## config.mk

```make
export PLATFORM = sky130hd
export DESIGN_NAME = mdio_master
export DESIGN_NICKNAME = d
export VERILOG_FILES = /design/src/rtl/mdio_master_pkg.sv /design/src/rtl/mdio_mdc_gen.sv /design/src/rtl/mdio_master.sv
export SDC_FILE = /design/constraint.sdc
export NUM_CORES = 1
export LEC_CHECK = 0
export ABC_AREA = 1
export CAP_MARGIN = 30
export CORE_MARGIN = 5
export CORE_UTILIZATION = 49
export DETAILED_ROUTE_END_ITERATION = 16
export GPL_ROUTABILITY_DRIVEN = 0
export PLACE_DENSITY = 0.73
export SETUP_SLACK_MARGIN = 0.5
export SLEW_MARGIN = 20
export SYNTH_ARGS = -nofsm -noshare
export SYNTH_HDL_FRONTEND = slang
export SYNTH_SLANG_ARGS = --single-unit
```

## constraint.sdc

```tcl
create_clock -name clk -period 4.6 [get_ports clk]
set_clock_uncertainty 0.15 [all_clocks]
set_input_delay 1.38 -clock clk [delete_from_list [all_inputs] [get_ports clk]]
set_output_delay 1.38 -clock clk [all_outputs]
set_load 0.02 [all_outputs]
```

## src/rtl/mdio_master_pkg.sv

```systemverilog
// Shared MDIO frame constants, FSM state type and the
// frame builder used by the clause-22 management master.
package mdio_master_pkg;

   typedef enum logic [1:0] {
      S_IDLE,
      S_SHIFT,
      S_GAP,
      S_DONE
   } state_t;

   localparam logic [1:0] ST_CODE = 2'b01;
   localparam logic [1:0] OP_WR   = 2'b01;
   localparam logic [1:0] OP_RD   = 2'b10;
   localparam logic [1:0] TA_WR   = 2'b10;

   localparam int FRAME_BITS = 32;
   localparam int PRE_BITS   = 32;

   localparam logic [4:0] K_REG0 = 5'd13;
   localparam logic [4:0] K_TA1  = 5'd15;
   localparam logic [4:0] K_DATA = 5'd16;

   // Read frames carry ones in TA/DATA: the pad is released there.
   function automatic logic [31:0] build_frame(
      input logic        wr,
      input logic [4:0]  phy,
      input logic [4:0]  rg,
      input logic [15:0] wd
   );
      if (wr)
         return {ST_CODE, OP_WR, phy, rg, TA_WR, wd};
      return {ST_CODE, OP_RD, phy, rg, 2'b11, 16'hFFFF};
   endfunction

endpackage

```

## src/rtl/mdio_mdc_gen.sv

```systemverilog
// MDC divider: free-runs while enabled and emits one-cycle
// strobes on the clk edges that drive MDC low and high.
module mdio_mdc_gen #(
   parameter int MDC_HALF = 20
) (
   input  logic clk,
   input  logic rst,
   input  logic run,
   output logic mdc,
   output logic fall_en,
   output logic rise_en
);

   localparam int CW = $clog2(2 * MDC_HALF);
   localparam logic [CW-1:0] CNT_HALF = CW'(MDC_HALF);
   localparam logic [CW-1:0] CNT_LAST = CW'(2 * MDC_HALF - 1);

   logic [CW-1:0] cnt;

   assign fall_en = run && (cnt == '0);
   assign rise_en = run && (cnt == CNT_HALF);

   always_ff @(posedge clk) begin
      if (rst || !run) begin
         cnt <= '0;
         mdc <= 1'b0;
      end else begin
         cnt <= (cnt == CNT_LAST) ? '0 : cnt + 1'b1;
         if (fall_en)
            mdc <= 1'b0;
         else if (rise_en)
            mdc <= 1'b1;
      end
   end

endmodule

```

## src/rtl/mdio_master.sv

```systemverilog
// Clause-22 MDIO master: one read/write command at a time,
// serialized on MDC/MDIO, read data and TA error returned.
module mdio_master
   import mdio_master_pkg::*;
#(
   parameter int MDC_HALF    = 20,
   parameter bit PREAMBLE_EN = 1'b1
) (
   input  logic        clk,
   input  logic        rst,
   input  logic        cmd_valid,
   output logic        cmd_ready,
   input  logic        cmd_write,
   input  logic [4:0]  cmd_phy_addr,
   input  logic [4:0]  cmd_reg_addr,
   input  logic [15:0] cmd_wdata,
   output logic        rsp_valid,
   output logic [15:0] rsp_rdata,
   output logic        rsp_error,
   output logic        busy,
   output logic        mdc,
   output logic        mdio_o,
   output logic        mdio_oe,
   input  logic        mdio_i
);

   if (MDC_HALF < 2) begin : g_bad_half
      $fatal(1, "mdio_master: MDC_HALF must be >= 2");
   end

   localparam int PRE   = PREAMBLE_EN ? PRE_BITS : 0;
   localparam int NBITS = PRE + FRAME_BITS;
   localparam logic [5:0] LAST = 6'(NBITS - 1);

   state_t      state;
   state_t      state_nxt;
   logic [5:0]  bit_cnt;
   logic [31:0] tx;
   logic [15:0] rx;
   logic        wr;
   logic        run;
   logic        fall_en;
   logic        rise_en;
   logic        in_frame;
   logic [4:0]  kbit;

   // With a preamble, frame bits start at count 32.
   assign in_frame = !PREAMBLE_EN || bit_cnt[5];
   assign kbit     = bit_cnt[4:0];
   assign run      = (state == S_SHIFT) || (state == S_GAP);

   mdio_mdc_gen #(
      .MDC_HALF (MDC_HALF)
   ) u_mdc (
      .clk     (clk),
      .rst     (rst),
      .run     (run),
      .mdc     (mdc),
      .fall_en (fall_en),
      .rise_en (rise_en)
   );

   always_ff @(posedge clk) begin
      if (rst)
         state <= S_IDLE;
      else
         state <= state_nxt;
   end

   always_comb begin
      state_nxt = state;
      cmd_ready = (state == S_IDLE);
      busy      = (state != S_IDLE);
      rsp_valid = (state == S_DONE);
      unique case (state)
         S_IDLE:
            if (cmd_valid)
               state_nxt = S_SHIFT;
         S_SHIFT:
            if (rise_en && bit_cnt == LAST)
               state_nxt = S_GAP;
         S_GAP:
            if (fall_en && bit_cnt[0])
               state_nxt = S_DONE;
         S_DONE:
            state_nxt = S_IDLE;
         default:
            state_nxt = S_IDLE;
      endcase
   end

   always_ff @(posedge clk) begin
      if (rst) begin
         bit_cnt   <= '0;
         tx        <= '0;
         rx        <= '0;
         wr        <= 1'b0;
         mdio_o    <= 1'b1;
         mdio_oe   <= 1'b0;
         rsp_rdata <= '0;
         rsp_error <= 1'b0;
      end else begin
         unique case (state)
            S_IDLE: begin
               if (cmd_valid) begin
                  wr        <= cmd_write;
                  tx        <= build_frame(cmd_write, cmd_phy_addr,
                                           cmd_reg_addr, cmd_wdata);
                  bit_cnt   <= '0;
                  rsp_rdata <= '0;
                  rsp_error <= 1'b0;
               end
            end
            S_SHIFT: begin
               if (fall_en) begin
                  if (!in_frame) begin
                     mdio_o  <= 1'b1;
                     mdio_oe <= 1'b1;
                  end else begin
                     mdio_o  <= tx[31];
                     tx      <= {tx[30:0], 1'b1};
                     mdio_oe <= wr || (kbit <= K_REG0);
                  end
               end
               if (rise_en) begin
                  if (!wr && in_frame && kbit == K_TA1)
                     rsp_error <= mdio_i;
                  if (!wr && in_frame && kbit >= K_DATA)
                     rx <= {rx[14:0], mdio_i};
                  bit_cnt <= (bit_cnt == LAST) ? '0 : bit_cnt + 6'd1;
               end
            end
            S_GAP: begin
               // First fall releases the line, second one ends the gap.
               if (fall_en) begin
                  if (!bit_cnt[0]) begin
                     mdio_o  <= 1'b1;
                     mdio_oe <= 1'b0;
                     bit_cnt <= 6'd1;
                  end else begin
                     rsp_rdata <= wr ? 16'h0000 : rx;
                  end
               end
            end
            default: ;
         endcase
      end
   end

endmodule

```

[Word-level counts from Yosys, hierarchy flattened]
Index checks and enable logic that the tools add are counted.
Storage, ports and cells
  memories: 0
  output and inout port bits: 23
  memory bits (writable): 0
  bits of input ports: 31
  bits in latches: 0
  word-level logic and storage cells: 102
  ROM bits: 0
  bits in registers: 83
Operators by class
  equality and inequality tests: 17
  div/mod/pow operators: 0
  mux-type cells: 39
  multiply operators: 0
  add/sub/neg operators: 2
  shift-type cells: 0
  reductions and logical operators: 30
  bitwise logic cells: 0
  $lt $le $gt $ge: 2
Operators by type and width (count)
  2-to-1 mux 32 bit: 5
  2-to-1 mux 16 bit: 4
  one-hot mux 32 bit (2 select lines): 1
  one-hot mux 16 bit (2 select lines): 1
  2-to-1 mux 6 bit: 5
  AND reduction 4 bit: 5
  one-hot mux 6 bit (3 select lines): 1
  2-to-1 mux 1 bit: 15
  != test 2 bit, second input constant: 7
  adder 6 x 1 -> 6 bit, second input constant: 2
  equality test 6 bit, second input constant: 2
  one-hot mux 2 bit (4 select lines): 1
  nonzero test 2 bit: 4
  logical AND 1 bit: 7
  equality test 6 x 5 -> 1 bit, second input constant: 1
  zero test 6 bit: 1
  2-to-1 mux 2 bit: 3
  != test 2 x 1 -> 1 bit, second input constant: 3
  one-hot mux 1 bit (2 select lines): 3
  AND reduction 3 bit: 2
  equality test 5 x 4 -> 1 bit, second input constant: 1
  greater-or-equal comparator 5 bit, second input constant: 1
  less-or-equal comparator 5 x 4 -> 1 bit, second input constant: 1
  AND reduction 5 bit: 1
  other kinds (8): 13

[Depth between registers and ports, before layout]
Gate-level depths: netlist of the first run.
  depth in word-level cells: 7
  depth in mapped cells: 12
  mapped depth without buffers: 11

[By module]
From an unflattened synthesis of the first run, not the netlist that was laid out.
Second synthesis, totals
  cells, all modules: 519
  area total of the unflattened synthesis: 3748.6 µm²
By module, submodules not included
  mdio_master: times used 1, cells an instance 470, area each 3398.3 µm², sequential area each 1521.5 µm²
  mdio_mdc_gen: times used 1, cells an instance 49, area each 350.3 µm², sequential area each 140.1 µm²

[Least setup slack after synthesis of the first run]
No wires, ideal clock.
  path type: reg-to-output
  from: reg state[0]
  to: out busy
  required time: 3070 ps
  path slack: 2147 ps
  data arrival time: 923 ps
  cell stages (with the launch flop): 4
  path buffers: 0
  cells stage by stage: dfxtp_1 -> inv_1 -> ha_1 -> inv_1
On the way
  cells in the longest elaborated chain, start to end: 1
RTL lines
  start, declared: line mdio_master.sv:35  | state_t state;
  start signal, assigned: line mdio_master.sv:67  | state <= state_nxt;
  nonzero test 2 bit: line mdio_master.sv:73  | busy = (state != S_IDLE);
  end, declared: line mdio_master.sv:20  | output logic busy,
No other way between the ends.

[Worst setup path after layout of the first run]
Ends and elaborated chain as after synthesis.

==> results of run 1 <==
-- layout make-up --
type / instances / area [µm²] / area share, %
Inverter: 59 / 225 / 4.93
Clock inverter: 7 / 109 / 2.38
Multi-Input combinational cell: 348 / 1750 / 38.4
Sequential cell: 83 / 1660 / 36.4
Clock buffer: 9 / 124 / 2.71
Tap cell: 102 / 128 / 2.79
Timing Repair Buffer: 58 / 568 / 12.4
-- worst register-to-register path, cell delays in order, from the launching register on --
cell,delay [ns]
dfxtp_1,0.40
inv_1,0.08
ha_1,0.18
buf_4,0.23
inv_2,0.37
o21ai_2,0.15
nand3_2,0.09
buf_4,0.45
o21ai_0,0.17
a21oi_1,0.16
-- through the flow --
| stage | util (%) | area, µm² |
|---|---|---|
| global placement | 56.9 | 4330 |
| finish | 60.0 | 4570 |
| global route | 60.0 | 4570 |
| floorplan | - | 3760 |
| detailed placement | 57.0 | 4340 |
| CTS | 60.0 | 4570 |
-- synth_stat cells (all sizes together) (2+ instances only) --
master | instances | area share, %
clkbuf | 13 | 1.3
nor3 | 5 | 0.67
xnor2 | 2 | 0.47
a21oi | 68 | 9.1
or2 | 3 | 0.50
ha | 9 | 3.0
o21ai | 82 | 12
nand2 | 54 | 5.7
nand4 | 6 | 1.4
dfxtp | 83 | 44
buf | 12 | 1.9
xor2 | 2 | 0.47
nand3 | 15 | 2.5
inv | 58 | 5.9
nor2 | 96 | 9.8
-- state kept, by name (all words and copies together), names as in the netlist --
signal     cells
bit_cnt        6
rsp_rdata     16
rsp_error      1
wr             1
state          2
mdio_o         1
u_mdc.cnt      6
mdio_oe        1
rx            16
tx            32
u_mdc.mdc      1
-- per-layer routing --
metal,vias up,track usage (%),part of all wire [%]
met4,0,4.05,0.51
met1,1499,23.2,48
met3,6,5.74,4.7
li1,1760,-,-
met5,-,0,0
met2,63,28.6,47
-- power breakdown --
group,switching [µW],internal (µW),total (µW)
clock,291,317,608
sequential,82.2,924,1010
combinational,719,393,1110
total,1090,1630,2730
-- worst paths after layout --
kind | start | end | slack, ns | depth (start not counted)
max | state[0] | busy | 1.17 | 4
min | tx[26] | tx[26] | 0.30 | 2
max reg2reg | state[1] | tx[0] | 2.11 | 9
min reg2reg | tx[26] | tx[26] | 0.30 | 2
-- kinds of logic (layout without fill, tap and decap cells) --
logic type	after synthesis	count (layout)
AOI/OAI and AO/OA	153	153
xor gates and xnor gates	4	4
adders and majority gates	9	9
buffers and inverters	84	133
DFF	83	83
and+or+nand+nor	182	182
==> reports/results.tsv, run 1 <==
metric	value	unit
worst path cell trace	inv_1 -> ha_1 -> inv_1 -> clkdlybuf4s50_1	
placed cells	650	
post-CTS sizing	0	
mux cell area share after synthesis	0	%
share of layout cells above drive strength 1	8.51	%
Max Clk Rate	0.291	GHz
cell count after synthesis	515	
Critical Path Fanout Max	5	
hold buffer count at CTS	0	
kind of critical path	flip-flop to output port	
initial antenna violation count	0	
I/O pins	54	
Initial Util	49.5	%
Post-CTS Setup Inserts	0	
Worst-Margin Slew	0.755	ns
initial DRC count	137	
Max Slew Vio Count	0	
worst setup slack after layout	1.17	ns
P per Cell Area	597	mW/mm²
CTS tree	done	
first-pass GRT wire length	14.4	mm
commonest cells after routing, fill and taps aside	93 x nor2_1, 83 x dfxtp_1, 67 x a21oi_1	
grt total ovfl	0	
TritonCTS Buffers	9	
Synth Warn #	0	
count of cell types in the netlist	38	
Compound-Gate Fraction of Synth Area	21.6	%
Root Driver	clkbuf_8	
core box area	0.00761	mm²
H-Tree Depth	3	
Post-Syn Area	0.00376	mm²
Post-synth EDFFs	0	
Cell Count, Final, Fillers Out	666	
Filler cells	709	
Setup crit end kind	output port	
synthesis-stage register bit count	83	
post-DR vias/cell	5.00	
max_cap viols	0	
CP bufs+invs	3	
largest family of logic cells by synthesized area	compound AO/OA/AOI/OAI gates	
DR WL/cell	12.3	µm
Synth Flop Type	dfxtp_1	
Min Hold Slack	0.302	ns
diode count	0	
Async SR Flop Fraction	0	%
Area Overhead vs Synth	21.4	%
simple-gate share of the synthesized area	21.0	%
CP Data Required Time	3.07	ns
Final Net Count	599	
Detailed Routing Iterations Pass 1	5	
Port Buffers	53	
Die H	97.6	µm
Die Span X	97.6	µm
setup slack after placement	1.07	ns
final hold violation count	0	
Data arrival, critical path	1.90	ns
Clock transition at path regs	0.09	ns
most used cell, CP	inv_1	
RSZ-0062 raised after global routing	no	
Vias	3328	
total power	2730	µW
Remaining DRCs	0	
Pleak	0.00184	µW
setup TNS	0	ns
drt total wl	8.18	mm
DP HPWL	5.60	mm
Final period util	74.6	%
adder-cell share of the synthesized area	2.99	%
Rel. slew slack	49.6	%
Clk Latency, worst-skew pair	0.35	ns
final setup fails	0	
CP max stage delay	0.63	ns
min-delay worst type	flip-flop to flip-flop	
GR Util All Layers	17.8	%
post-synthesis sequential area ratio	44.2	%
Slowest-stage cell, CP	clkdlybuf4s50_1	
delay-heaviest family, CP	buffers and inverters	
maximum VDD drop	0.334	mV
commonest non-fill, non-tap cell in the layout	nor2_1	
vias in the first global route	3155	
Tmin final	3.43	ns
clk sinks	83	
crit path launch type	flip-flop	
largest net degree at the start of global routing	63	
clk buf depth	2	
Cell Rows	32	
xor/xnor share of the synthesized area	0.931	%
Syn Area/Cell	7.31	µm²
die area	0.00953	mm²
status	finished, final reports clean	
syn nets	555	
post-detailed-route count of antenna-violating nets	0	
(Power assumes the default switching activity.)
==> run 2: changes to the inputs <==
- clock period: 4.6 -> 3.5 ns (I/O delays scaled with it)
==> run 2 against run 1 <==
Effect of this change:
- count of clock-buffer cells in the layout is the same
- register-to-register slack lost 1.2 ns
- cell count increased by 0.30%
- combinational power increased by 32%
- total power is 30% higher
- critical path depth is the same
- design area grew 0.38%
- worst hold slack got worse by 0.0032 ns
- via count up 2.3%
- wire length is 0.56% higher
- sequential power rose by 32%
- first-iteration DRC count rose by 26%
- critical endpoint unchanged
- highest routed layer unchanged
==> reports/results.tsv, run 2 (same netlist as run 1, synthesis figures left out) <==
metric	value	unit	change
H-Tree Depth	3		unchanged
first-pass GRT wire length	14.8	mm	+3.1%
setup TNS	0	ns	unchanged
post-DR vias/cell	5.10		+2.0%
Max Clk Rate	0.353	GHz	
CP Data Required Time	2.30	ns	-0.77 ns
Largest register FFs	32		unchanged
setup slack after placement	0.481	ns	-0.593 ns
Detailed Routing Iterations Pass 1	4		-1
Port Buffers	53		unchanged
grt total ovfl	0		unchanged
Final period util	80.9	%	
commonest non-fill, non-tap cell in the layout	nor2_1		
Clock transition at path regs	0.09	ns	about the same
Area Overhead vs Synth	21.9	%	
initial antenna violation count	0		unchanged
combinational power share	41.2	%	+0.4 points
diode count	0		unchanged
status	finished, final reports clean		
vias in the first global route	3385		+7.3%
share of layout cells above drive strength 1	8.83	%	+0.32 points
min-delay worst type	flip-flop to flip-flop		
Worst-Margin Slew	0.428	ns	-0.327 ns
max_cap viols	0		unchanged
Pleak	0.00185	µW	+0.32%
DR WL/cell	12.3	µm	+0.26%
GR Util All Layers	18.1	%	+0.36 points
Largest regs	tx x32, rsp_rdata x16, rx x16		
crit path launch type	flip-flop		
Remaining DRCs	0		unchanged
hold buffer count at CTS	0		unchanged
Cell Rows	32		unchanged
Net Sw Frac	39.6	%	-0.50 points
kind of critical path	flip-flop to output port		
initial DRC count	173		+26%
final setup fails	0		unchanged
P per Cell Area	774	mW/mm²	+30%
Clock power frac	21.5	%	-0.8 points
Setup crit end kind	output port		
Rel. slew slack	71.4	%	+22 points
RSZ-0062 raised after global routing	no		
maximum VDD drop	0.374	mV	+12%
P_int	2150	µW	+31%
Die H	97.6	µm	unchanged
I/O pins	54		unchanged
multi-input logic area	0.00175	mm²	unchanged
sequential power share	37.3	%	+0.4 points
Max Slew Vio Count	0		unchanged
Initial Util	49.5	%	unchanged
TritonCTS Buffers	9		unchanged
die area	0.00953	mm²	unchanged
Vias	3405		+2.3%
Critical Path Fanout Max	5		unchanged
Tmin final	2.83	ns	
CTS tree	done		
clk buf depth	2		unchanged
core box area	0.00761	mm²	unchanged
final hold violation count	0		unchanged
Clk Latency, worst-skew pair	0.35	ns	about the same
Filler cells	720		+1.6%
Sw Pwr	1410	µW	+29%
Die Span X	97.6	µm	unchanged
Most flops, register	tx		
Final Net Count	601		+0.33%
drt total wl	8.22	mm	+0.56%
post-detailed-route count of antenna-violating nets	0		unchanged
DP HPWL	5.65	mm	+0.86%
largest net degree at the start of global routing	41		-35%
clk sinks	83		unchanged
Sequential Area	0.00166	mm²	unchanged
Root Driver	clkbuf_8		
Data arrival, critical path	1.63	ns	-0.27 ns
worst setup slack after layout	0.668	ns	-0.499 ns
commonest cells after routing, fill and taps aside	93 x nor2_1, 83 x dfxtp_1, 67 x a21oi_1		
## run 2: cell count changes in the layout (fill, tap and decap cells not counted), sizes merged
cell and delta:
buf +2, clkdlybuf4s50 -2, clkinvlp +2, dlygate4sd2 +2
inv -2
## run 2: metal layers
metal	wire, µm	global-route usage [%]
met1	3960	22.9
met2	3780	30.4
met3	325	3.59
met4	153	6.92
met5	0	0
## run 2: worst max-delay path: stages, from the launching register on
cell	delay, ns
dfxtp_1	0.39
inv_1	0.08
ha_1	0.31
inv_1	0.15
dlygate4sd2_1	0.36
## run 2: repair_timing
action                     in CTS  in global routing
buffers inserted                0                  0
gates resized for setup         2                  0
setup endpoints to repair       2                  0
## run 2: worst paths after layout
kind	slack (ns)	cells past startpoint	endpoint	startpoint
max	0.67	4	busy	state[0]
min	0.30	2	tx[19]	tx[19]
max reg2reg	0.92	9	tx[27]	state[1]
min reg2reg	0.30	2	tx[19]	tx[19]
## run 2: layout make-up
type                            instances  area share [%]
Sequential cell                        83            36.2
Clock inverter                          7            2.21
Multi-Input combinational cell        348            38.2
Timing Repair Buffer                   60            12.9
Clock buffer                            9            2.70
Tap cell                              102            2.78
Inverter                               59            4.91
## run 2: metrics by stage
stage | utilization, % | cells | area, µm² | hold WS [ns] | power [µW]
after CTS | 60.3 | 668 | 4590 | 0.300 | 3580
after global placement | 57.3 | 651 | 4360 | 0.282 | 2780
after global routing | 60.3 | 668 | 4590 | 0.314 | 3840
after detailed placement | 57.4 | 652 | 4360 | 0.288 | 2820
after floorplan | - | 515 | 3760 | 0.275 | 2420
final | 60.3 | 668 | 4590 | 0.299 | 3550
## run 2: power by group through the flow
stage	logic [µW]	registers [µW]	clock network (µW)
after floorplan	1020	1400	0
after global placement	1440	1340	0
after detailed placement	1480	1340	0
after CTS	1480	1330	779
after global routing	1670	1360	820
final	1460	1330	763
